==> src/rtl/muldiv_if.sv <==
// muldiv_if: request/result bundle between the core pipeline and the multiply/divide sequencer.
// The core side uses the master modport and the sequencer uses the slave modport.
interface muldiv_if;
    logic        start;
    logic [1:0]  op;
    logic [31:0] a;
    logic [31:0] b;
    logic        flush;
    logic        wr_hi;
    logic        wr_lo;
    logic [31:0] wr_data;
    logic        busy;
    logic        done;
    logic        div0;
    logic [31:0] hi;
    logic [31:0] lo;

    modport master (
        output start, op, a, b, flush, wr_hi, wr_lo, wr_data,
        input  busy, done, div0, hi, lo
    );

    modport slave (
        input  start, op, a, b, flush, wr_hi, wr_lo, wr_data,
        output busy, done, div0, hi, lo
    );
endinterface

==> src/rtl/muldiv_seq.sv <==
// muldiv_seq: iterative shift-add multiplier / restoring divider that owns HI/LO.
// op: 00 MULTU, 01 MULT, 10 DIVU, 11 DIV.
// Optional macro MULDIV_EARLY_OUT_EN: multiply finishes as soon as the multiplier register empties.
module muldiv_seq #(
    parameter logic [31:0] HILO_RST = 32'h00000000
) (
    input  logic    clk,
    input  logic    rst,
    muldiv_if.slave bus
);

    localparam int unsigned W  = 32;
    localparam int unsigned DW = 64;
    localparam int unsigned CW = 5;

    typedef enum logic [1:0] {
        S_IDLE = 2'd0,
        S_RUN  = 2'd1,
        S_FIN  = 2'd2
    } state_t;

    state_t          r_state;
    state_t          w_state_nxt;
    logic [CW-1:0]   r_cnt;
    logic [DW-1:0]   r_acc;      // product (multiply) or remainder in [32:0] (divide)
    logic [DW-1:0]   r_mcand;    // multiplicand (multiply) or divisor in [31:0] (divide)
    logic [W-1:0]    r_mplier;   // multiplier (multiply) or dividend/quotient (divide)
    logic            r_is_div;
    logic            r_neg_q;
    logic            r_neg_r;
    logic            r_div0;
    logic            r_busy;
    logic            r_done;
    logic            r_div0_p;
    logic [W-1:0]    r_hi;
    logic [W-1:0]    r_lo;

    logic            w_accept;
    logic            w_iter;
    logic            w_fin_wr;
    logic            w_early;
    logic            w_sa;
    logic            w_sb;
    logic [W-1:0]    w_a_mag;
    logic [W-1:0]    w_b_mag;
    logic [W:0]      w_rem_sh;
    logic [W:0]      w_rem_sub;
    logic            w_rem_ge;
    logic [W-1:0]    w_res_hi;
    logic [W-1:0]    w_res_lo;
    logic [DW-1:0]   w_prod;

    // Operand signs and magnitudes; unsigned ops never see a sign.
    assign w_sa    = bus.op[0] & bus.a[W-1];
    assign w_sb    = bus.op[0] & bus.b[W-1];
    assign w_a_mag = w_sa ? (W'(0) - bus.a) : bus.a;
    assign w_b_mag = w_sb ? (W'(0) - bus.b) : bus.b;

    // Restoring-divide step: shift in the next dividend bit and trial-subtract.
    assign w_rem_sh  = {r_acc[W-1:0], r_mplier[W-1]};
    assign w_rem_ge  = (w_rem_sh >= {1'b0, r_mcand[W-1:0]});
    assign w_rem_sub = w_rem_sh - {1'b0, r_mcand[W-1:0]};

    // Early exit when no multiplier bits remain (multiply only).
`ifdef MULDIV_EARLY_OUT_EN
    assign w_early = ~r_is_div & (r_mplier == '0);
`else
    assign w_early = 1'b0;
`endif

    // State register.
    always_ff @(posedge clk or posedge rst) begin
        if (rst) begin
            r_state <= S_IDLE;
        end else begin
            r_state <= w_state_nxt;
        end
    end

    // Next-state and control strobes; flush wins over start and over the FIN write.
    always_comb begin
        w_state_nxt = r_state;
        w_accept    = 1'b0;
        w_iter      = 1'b0;
        w_fin_wr    = 1'b0;
        case (r_state)
            S_IDLE: begin
                if (bus.start && !bus.flush) begin
                    w_accept    = 1'b1;
                    w_state_nxt = (bus.op[1] && (bus.b == '0)) ? S_FIN : S_RUN;
                end
            end
            S_RUN: begin
                if (bus.flush) begin
                    w_state_nxt = S_IDLE;
                end else if (w_early) begin
                    w_state_nxt = S_FIN;
                end else begin
                    w_iter = 1'b1;
                    if (r_cnt == CW'(31)) begin
                        w_state_nxt = S_FIN;
                    end
                end
            end
            S_FIN: begin
                w_state_nxt = S_IDLE;
                if (!bus.flush) begin
                    w_fin_wr = 1'b1;
                end
            end
            default: w_state_nxt = S_IDLE;
        endcase
    end

    // Sign-corrected results presented at the FIN edge.
    always_comb begin
        w_prod   = r_neg_q ? (DW'(0) - r_acc) : r_acc;
        w_res_hi = w_prod[DW-1:W];
        w_res_lo = w_prod[W-1:0];
        if (r_is_div) begin
            w_res_lo = r_neg_q ? (W'(0) - r_mplier) : r_mplier;
            w_res_hi = r_neg_r ? (W'(0) - r_acc[W-1:0]) : r_acc[W-1:0];
        end
    end

    // Shared iterative datapath: operand latch on accept, one step per RUN edge.
    always_ff @(posedge clk or posedge rst) begin
        if (rst) begin
            r_cnt    <= '0;
            r_acc    <= '0;
            r_mcand  <= '0;
            r_mplier <= '0;
            r_is_div <= 1'b0;
            r_neg_q  <= 1'b0;
            r_neg_r  <= 1'b0;
            r_div0   <= 1'b0;
        end else if (w_accept) begin
            r_cnt    <= '0;
            r_acc    <= '0;
            r_is_div <= bus.op[1];
            r_neg_q  <= w_sa ^ w_sb;
            r_neg_r  <= w_sa;
            r_div0   <= bus.op[1] & (bus.b == '0);
            if (bus.op[1]) begin
                r_mcand  <= {W'(0), w_b_mag};
                r_mplier <= w_a_mag;
            end else begin
                r_mcand  <= {W'(0), w_a_mag};
                r_mplier <= w_b_mag;
            end
        end else if (w_iter) begin
            r_cnt <= r_cnt + CW'(1);
            if (r_is_div) begin
                r_acc    <= {(DW-W-1)'(0), (w_rem_ge ? w_rem_sub : w_rem_sh)};
                r_mplier <= {r_mplier[W-2:0], w_rem_ge};
            end else begin
                if (r_mplier[0]) begin
                    r_acc <= r_acc + r_mcand;
                end
                r_mcand  <= {r_mcand[DW-2:0], 1'b0};
                r_mplier <= {1'b0, r_mplier[W-1:1]};
            end
        end
    end

    // Architectural HI/LO: FIN result, otherwise MTHI/MTLO while idle.
    always_ff @(posedge clk or posedge rst) begin
        if (rst) begin
            r_hi <= HILO_RST;
            r_lo <= HILO_RST;
        end else if (w_fin_wr) begin
            if (!r_div0) begin
                r_hi <= w_res_hi;
                r_lo <= w_res_lo;
            end
        end else if (r_state == S_IDLE) begin
            if (bus.wr_hi) begin
                r_hi <= bus.wr_data;
            end
            if (bus.wr_lo) begin
                r_lo <= bus.wr_data;
            end
        end
    end

    // Registered status outputs.
    always_ff @(posedge clk or posedge rst) begin
        if (rst) begin
            r_busy   <= 1'b0;
            r_done   <= 1'b0;
            r_div0_p <= 1'b0;
        end else begin
            r_busy   <= (w_state_nxt != S_IDLE);
            r_done   <= w_fin_wr;
            r_div0_p <= w_fin_wr & r_div0;
        end
    end

    assign bus.busy = r_busy;
    assign bus.done = r_done;
    assign bus.div0 = r_div0_p;
    assign bus.hi   = r_hi;
    assign bus.lo   = r_lo;

endmodule

==> src/flat_wrapper.sv <==
// flat-port wrapper written by rule: the top's interface ports become plain ports
module muldiv_seq_flat 
#(
    parameter logic [31:0] HILO_RST = 32'h00000000
)
  (clk, rst, bus_start, bus_op, bus_a, bus_b, bus_flush, bus_wr_hi, bus_wr_lo, bus_wr_data, bus_busy, bus_done, bus_div0, bus_hi, bus_lo);
  muldiv_if bus_i ();
  input  logic clk;
  input  logic rst;
  input wire logic [$bits(bus_i.start)-1:0] bus_start;
  input wire logic [$bits(bus_i.op)-1:0] bus_op;
  input wire logic [$bits(bus_i.a)-1:0] bus_a;
  input wire logic [$bits(bus_i.b)-1:0] bus_b;
  input wire logic [$bits(bus_i.flush)-1:0] bus_flush;
  input wire logic [$bits(bus_i.wr_hi)-1:0] bus_wr_hi;
  input wire logic [$bits(bus_i.wr_lo)-1:0] bus_wr_lo;
  input wire logic [$bits(bus_i.wr_data)-1:0] bus_wr_data;
  output wire logic [$bits(bus_i.busy)-1:0] bus_busy;
  output wire logic [$bits(bus_i.done)-1:0] bus_done;
  output wire logic [$bits(bus_i.div0)-1:0] bus_div0;
  output wire logic [$bits(bus_i.hi)-1:0] bus_hi;
  output wire logic [$bits(bus_i.lo)-1:0] bus_lo;
  assign bus_i.start = bus_start;
  assign bus_i.op = bus_op;
  assign bus_i.a = bus_a;
  assign bus_i.b = bus_b;
  assign bus_i.flush = bus_flush;
  assign bus_i.wr_hi = bus_wr_hi;
  assign bus_i.wr_lo = bus_wr_lo;
  assign bus_i.wr_data = bus_wr_data;
  assign bus_busy = bus_i.busy;
  assign bus_done = bus_i.done;
  assign bus_div0 = bus_i.div0;
  assign bus_hi = bus_i.hi;
  assign bus_lo = bus_i.lo;
  muldiv_seq #(.HILO_RST(HILO_RST)) u_core (.clk(clk), .rst(rst), .bus(bus_i));
endmodule
==> config.mk <==
export PLATFORM = sky130hd
export DESIGN_NAME = muldiv_seq_flat
export DESIGN_NICKNAME = d
export VERILOG_FILES = /design/src/rtl/muldiv_if.sv /design/src/rtl/muldiv_seq.sv /design/src/flat_wrapper.sv
export SDC_FILE = /design/constraint.sdc
export NUM_CORES = 1
export LEC_CHECK = 0
export CORE_ASPECT_RATIO = 0.8
export CORE_MARGIN = 1.5
export CORE_UTILIZATION = 30
export DETAILED_ROUTE_END_ITERATION = 8
export PLACE_DENSITY = 0.49
export SLEW_MARGIN = 25
export SYNTH_ARGS = -nofsm -noshare
export SYNTH_HDL_FRONTEND = slang
export SYNTH_SLANG_ARGS = --single-unit
==> constraint.sdc <==
create_clock -name clk -period 7.95 [get_ports clk]
set_clock_uncertainty 0.05 [all_clocks]
set_input_delay 1.1925 -clock clk [delete_from_list [all_inputs] [get_ports clk]]
set_output_delay 1.1925 -clock clk [all_outputs]
set_load 0.02 [all_outputs]
==> metrics.txt, run 1 <==
P&R area growth vs syn 16.31%; FF-to-FF Start u_core.r_acc[5]; hold endpoint u_core.bus.hi[12]; Vias 20,610; max-cap violation count 0; DRC viols 0; Unique masters post-synth 74; post_cts resized 0; worst skew pair latency 0.59 ns; hold_sp u_core.bus.hi[12]; crit share post-route 54.37%; status completed; ys flop type dfrtp_1; CTS tree built; initial antenna violation count 2; Post-Syn Area between 20,000 and 25,000 sq um; first-pass GRT wire length 123.8 mm; gr ovfl total 0; Syn Area/Cell 7.687 sq um; Yosys warnings 0; asr flop ratio synth between 90% and 100%; postcts setup bufs 0; Routed wire per std cell between 20 and 25 microns; num ports approximately 170; Port Buf Inserts 170; Cells after DPL between 3,000 and 4,000; number of synthesized register bits 238; GRT Overall Usage between 20% and 30%; Final Max Tran Viols 0; sequential share of the synthesized area 28.34%; largest net degree at the start of global routing 136; Max FO, Critical Path 33; layout cell share with drive strength beyond 1 4.370%; Min Hold Slack 0.4327 ns; starting density of the core 30.42%; startpoint types flop; clk slew on worst S/H paths 0.06 ns; H-Tree Depth 1; ant diodes 0; Crit path top cell by count a21oi_1; die height 239.7 microns; CP endpoint kind flop; Mapped Cells 2,734; WP data arrival 4.74 ns; CP max stage cell dfrtp_1; r2r setup slk between 3 and 4 ns; WP data required 8.37 ns; die width ~300 microns; WL final 81.76 mm; Non-Filler Instances 3,716; Post-Syn Nets approximately 2,900; Hold Crit Class reg2reg; via-per-instance ratio 5.546; TritonRoute pass-1 iters 6; measured slew at the worst slew-check pin 1.013 ns; final core utilization between 30 and 40%; core box area between 60,000 and 70,000 sq um; hpwl dp 63.84 mm; Reg2Reg Depth 12; Peak supply drop 0.1848 mV; CP max stage delay 0.57 ns; gpl congestion 0.9699; CTS Buffer Depth 3; kind of critical path reg2reg; P_leak 10.03 nW; Post-CTS Hold Buffers 0; clock sink count 238; 1st-iter DRT viols 1,613; Slew headroom 30.71%; nets 2,975; number of global-route vias before repair 19,360; RR Endpoint u_core.r_acc[4]; Buffers & Inverters on Critical Path 1; # setup viols final 0; fmax 231.4 MHz; CP delay by family, top compound AO/OA/AOI/OAI gates; cells along the critical path ha_1 > and4_1 > nand2_1 > a21oi_1 > o31ai_1 > a21oi_1 > o21ai_0 > o21ai_4 > buf_4 > mux2i_1 > nor2_1 > a221o_1; post-route ant nets 0; hold-critical path depth 2; Hold Vio Cnt, Final 0; fin crit period approximately 4.3 ns; Pwr Density 297.8 nW/um^2; # fillers around 7,200; EDFF count, synth 0; commonest non-fill, non-tap cell in the layout nand2_1; CTS Buf Count 31; most frequent cells in the layout 373 x nand2_1, 271 x o21ai_0, 258 x a21oi_1; clk root buf clkbuf_16; final total power slightly above 7 mW; Die ar. 71,660 sq um; # rows 86; RSZ-0062 raised after global routing no; Final TNS setup 0 ns
==> cell usage after synthesis, types with 19 or more instances <==
cell / n / share of area, %
a211oi_1: 50 / 1.8
a21o_1: 64 / 2.3
a21oi_1: 258 / 6.1
a22oi_1: 21 / 0.75
a31oi_1: 33 / 0.98
clkbuf_1: 177 / 3.2
dfrtp_1: 238 / 28
ha_1: 101 / 6.0
inv_1: 86 / 1.5
mux2i_1: 88 / 4.2
nand2_1: 374 / 6.7
nand3_1: 40 / 0.95
nand4_1: 28 / 0.83
nor2_1: 210 / 3.8
nor3_1: 32 / 0.76
nor4_1: 19 / 0.57
o211ai_1: 59 / 2.1
o21ai_0: 272 / 6.5
o21bai_1: 24 / 0.86
o31ai_1: 30 / 1.1
or3_1: 24 / 0.71
xnor2_1: 159 / 6.6
xor2_1: 108 / 4.5
==> cells by family after synthesis <==
logic type      after synthesis  synth area share, %
compound gates              911                26.54
xor+xnor                    267                11.13
fa+ha+maj                   103                6.204
buf+inv                     279                5.001
flops                       238                28.34
mux                          95                4.674
simple gates                841                18.11
==> per-layer routing <==
| layer | vias up | track usage [%] | share of wire [%] |
|---|---|---|---|
| met2 | 721 | 31.61 | 39 |
| met1 | 9963 | 35.14 | 52 |
| met3 | 67 | 3.710 | 7.4 |
| li1 | 9859 | - | - |
| met4 | 0 | 3.841 | 1.6 |
| met5 | - | 0 | 0 |
==> flip-flops by register name, summed over array words and instances (netlist names), 2 cells and up <==
signal / cells
u_core.bus.hi: 32
u_core.bus.lo: 32
u_core.r_acc: 64
u_core.r_cnt: 5
u_core.r_mcand: 64
u_core.r_mplier: 32
u_core.r_state: 2
==> worst register-to-register path, stage by stage, from the launching register on <==
cell and delay (ns):
dfrtp_1 0.57, ha_1 0.49, and4_1 0.25, nand2_1 0.06
a21oi_1 0.26, o31ai_1 0.16, a21oi_1 0.39, o21ai_0 0.35
o21ai_4 0.50, buf_4 0.51, mux2i_1 0.28, nor2_1 0.06
a221o_1 0.29
==> how the worst max path moves through the flow <==
stage / from / endpoint / slack [ns] / cells past startpoint
6_report: u_core.r_acc[5] / u_core.r_acc[4] / 3.63 / 12
5_1_grt: u_core.r_acc[5] / u_core.r_acc[4] / 3.47 / 12
4_1_cts: u_core.r_mplier[0] / u_core.bus.lo[22] / 3.69 / 11
3_5_place_dp: bus_b[6] / u_core.r_state[1] / 3.35 / 9
3_3_place_gp: bus_b[6] / u_core.r_mcand[29] / 3.36 / 11
2_1_floorplan: rst / u_core.bus.busy / 0.18 / 1
==> stage by stage <==
| step | worst slack, ns | cell area [sq um] |
|---|---|---|
| global route | 3.470 | 24440 |
| finish | 3.628 | 24440 |
| CTS | 3.686 | 24440 |
| global placement | 3.355 | 23390 |
| floorplan | 0.1761 | 21020 |
| detailed placement | 3.348 | 23390 |
==> power by group <==
part	internal (mW)	leakage [nW]	switching [mW]
Clock	0.869	0.518	0.591
Sequential	1.42	3.02	0.608
Combinational	1.54	6.49	2.25
==> cell type report <==
type,count,area [sq um],share of cell area [%]
multi-input combinational,2217,14060,57.53
tap,924,1156,4.730
clock buffer,42,877.1,3.588
clock inverter,15,171.4,0.7013
timing repair buffer,193,1882,7.699
sequential,238,5961,24.39
inverter,87,334.1,1.367
Note: power is estimated with default switching activity, not from simulation.
==> run 2, diff against run 1 <==
- clock period: 7.95 -> 3.5 ns (I/O delays scaled with it)
==> metrics.txt, run 2 (synthesis results as in run 1) <==
status completed; Slew headroom 32.72% (+2.0 points); Final Max Tran Viols 0 (unchanged); kind of critical path reg2reg; Pwr Density 706.6 nW/um^2 (+140%); 1st-iter DRT viols 2,013 (+25%); first-pass GRT wire length 131.4 mm (+6.2%); TritonRoute pass-1 iters 5 (-1); # setup viols final 0 (unchanged); clk slew on worst S/H paths 0.06 ns (about the same); post-route ant nets 0 (unchanged); Crit path top cell by count or4_4; postcts setup bufs 0 (unchanged); gpl congestion 0.9726 (+0.28%); initial antenna violation count 3 (+1); nets 3,252 (+9.3%); starting density of the core 30.42% (unchanged); Peak supply drop 0.4361 mV (+140%); Vias 21,830 (+5.9%); die width 298.9 microns (unchanged); hpwl dp 71.74 mm (+12%); Final TNS setup 0 ns (unchanged); # rows 86 (unchanged); CTS tree built; largest registers u_core.r_acc (64), u_core.r_mcand (64); DRC viols 0 (unchanged); cells along the critical path or4_4 > or4_4 > nor4_4 > nand2b_2 > or4_4 > o31ai_4 > xnor2_1 > o21ai_1 > nand3_1; crit share post-route 97.85% (+43 points); Hold Vio Cnt, Final 0 (unchanged); WP data required 3.91 ns (-4.46 ns); Min Hold Slack 0.2349 ns (-0.1978 ns); startpoint types flop; commonest non-fill, non-tap cell in the layout nand2_1; Max FO, Critical Path 4 (-88%); CTS Buffer Depth 3 (unchanged); WL final 88.69 mm (+8.5%); Post-CTS Hold Buffers 0 (unchanged); Port Buf Inserts 170 (unchanged); layout cell share with drive strength beyond 1 14.34% (+10 points); CP endpoint kind flop; GRT Overall Usage 24.12% (+1.8 points); WP data arrival 3.84 ns (-0.90 ns); CTS Buf Count 30 (-3.2%); fin crit period 3.425 ns (-0.8972 ns); Cells after DPL 3,937 (+7.6%); H-Tree Depth 1 (unchanged); via-per-instance ratio 5.466 (-1.4%); Hold Crit Class in2async; largest net degree at the start of global routing 104 (-24%); Routed wire per std cell 22.21 microns (+0.93%); measured slew at the worst slew-check pin 1.007 ns (-0.006399 ns); final total power 19.07 mW (+160%); clk root buf clkbuf_16; die height 239.7 microns (unchanged); PnR worst setup slack 0.07508 ns (-3.553 ns); P_leak 11.55 nW (+15%); CP max stage cell or4_4; clock sink count 238 (unchanged); most frequent cells in the layout 373 x nand2_1, 290 x buf_4, 259 x o21ai_0; P&R area growth vs syn 28.44%; number of global-route vias before repair 20,450 (+5.6%); worst skew pair latency 0.59 ns (about the same); num ports 171 (unchanged); Non-Filler Instances 3,994 (+7.5%); Die ar. 71,660 sq um (unchanged); max-cap violation count 0 (unchanged); CP max stage delay 0.55 ns (-0.02 ns); DP Worst Slack -0.3090 ns (-3.657 ns); core box area 69,080 sq um (unchanged); fmax 292.0 MHz (+26%); gr ovfl total 0 (unchanged)
[run 2: changes by cell type in the layout (fill, tap and decap cells not counted), moves of 5 or more]
cell | before | now
a211oi_2 | 0 | 7
buf_12 | 1 | 11
buf_4 | 22 | 290
o21ai_1 | 10 | 22
a21oi_2 | 0 | 5
a211oi_1 | 50 | 43
a21oi_1 | 258 | 253
o21ai_0 | 271 | 259
bufinv_16 | 3 | 9
[run 2: final timing paths]
kind / startpoint / to / slack [ns] / depth (start not counted)
min: rst / u_core.bus.lo[6] / 0.23 / 2
max: u_core.r_acc[35] / u_core.bus.hi[19] / 0.08 / 9
min in group clk: u_core.bus.hi[5] / u_core.bus.hi[5] / 0.43 / 2
min reg2reg: u_core.bus.hi[5] / u_core.bus.hi[5] / 0.43 / 2
max in group asynchronous: rst / u_core.r_acc[42] / 2.18 / 4
max reg2reg: u_core.r_acc[35] / u_core.bus.hi[19] / 0.08 / 9
[run 2: power breakdown]
group / switching (mW) / internal, mW / leakage (nW)
Sequential: 0.828 / 3.23 / 3.02
Clock: 1.37 / 2.38 / 0.576
Combinational: 6.37 / 4.90 / 7.96
Total: 8.57 / 10.5 / 11.5
[run 2: what timing repair did]
action / 4_1_cts / 5_1_grt
resized for setup: 10 / 42
setup endpoints to repair: 32 / 64
pin swaps: 0 / 4
[run 2: layer usage]
layer / global-route usage [%] / wire length [microns]
met1: 37.24 / 44700
met5: 0 / 0
met2: 33.39 / 34410
met3: 5.551 / 7755
met4: 4.913 / 1829
[run 2: layout make-up]
type / instances / area (sq um)
antenna: 1 / 2.502
multi-input combinational: 2217 / 14270
tap: 924 / 1156
clock buffer: 38 / 852.1
timing repair buffer: 471 / 4094
fill: 7136 / 42090
clock inverter: 18 / 327.8
inverter: 87 / 330.3
sequential: 238 / 5962
[run 2: critical path, delay by kind of cell, from the launching register on]
family,cells,cell delay [ns]
flip-flops,1,0.47
XOR/XNOR,1,0.14
AND/OR/NAND/NOR,6,2.10
AO/OA/AOI/OAI,2,0.53
[run 2: stage by stage]
step,cell area [sq um],utilization (%)
6_report,26990,39.07
5_1_grt,26990,39.07
4_1_cts,26830,38.84
3_5_place_dp,25600,37.06
3_3_place_gp,25600,37.05
2_1_floorplan,21020,-
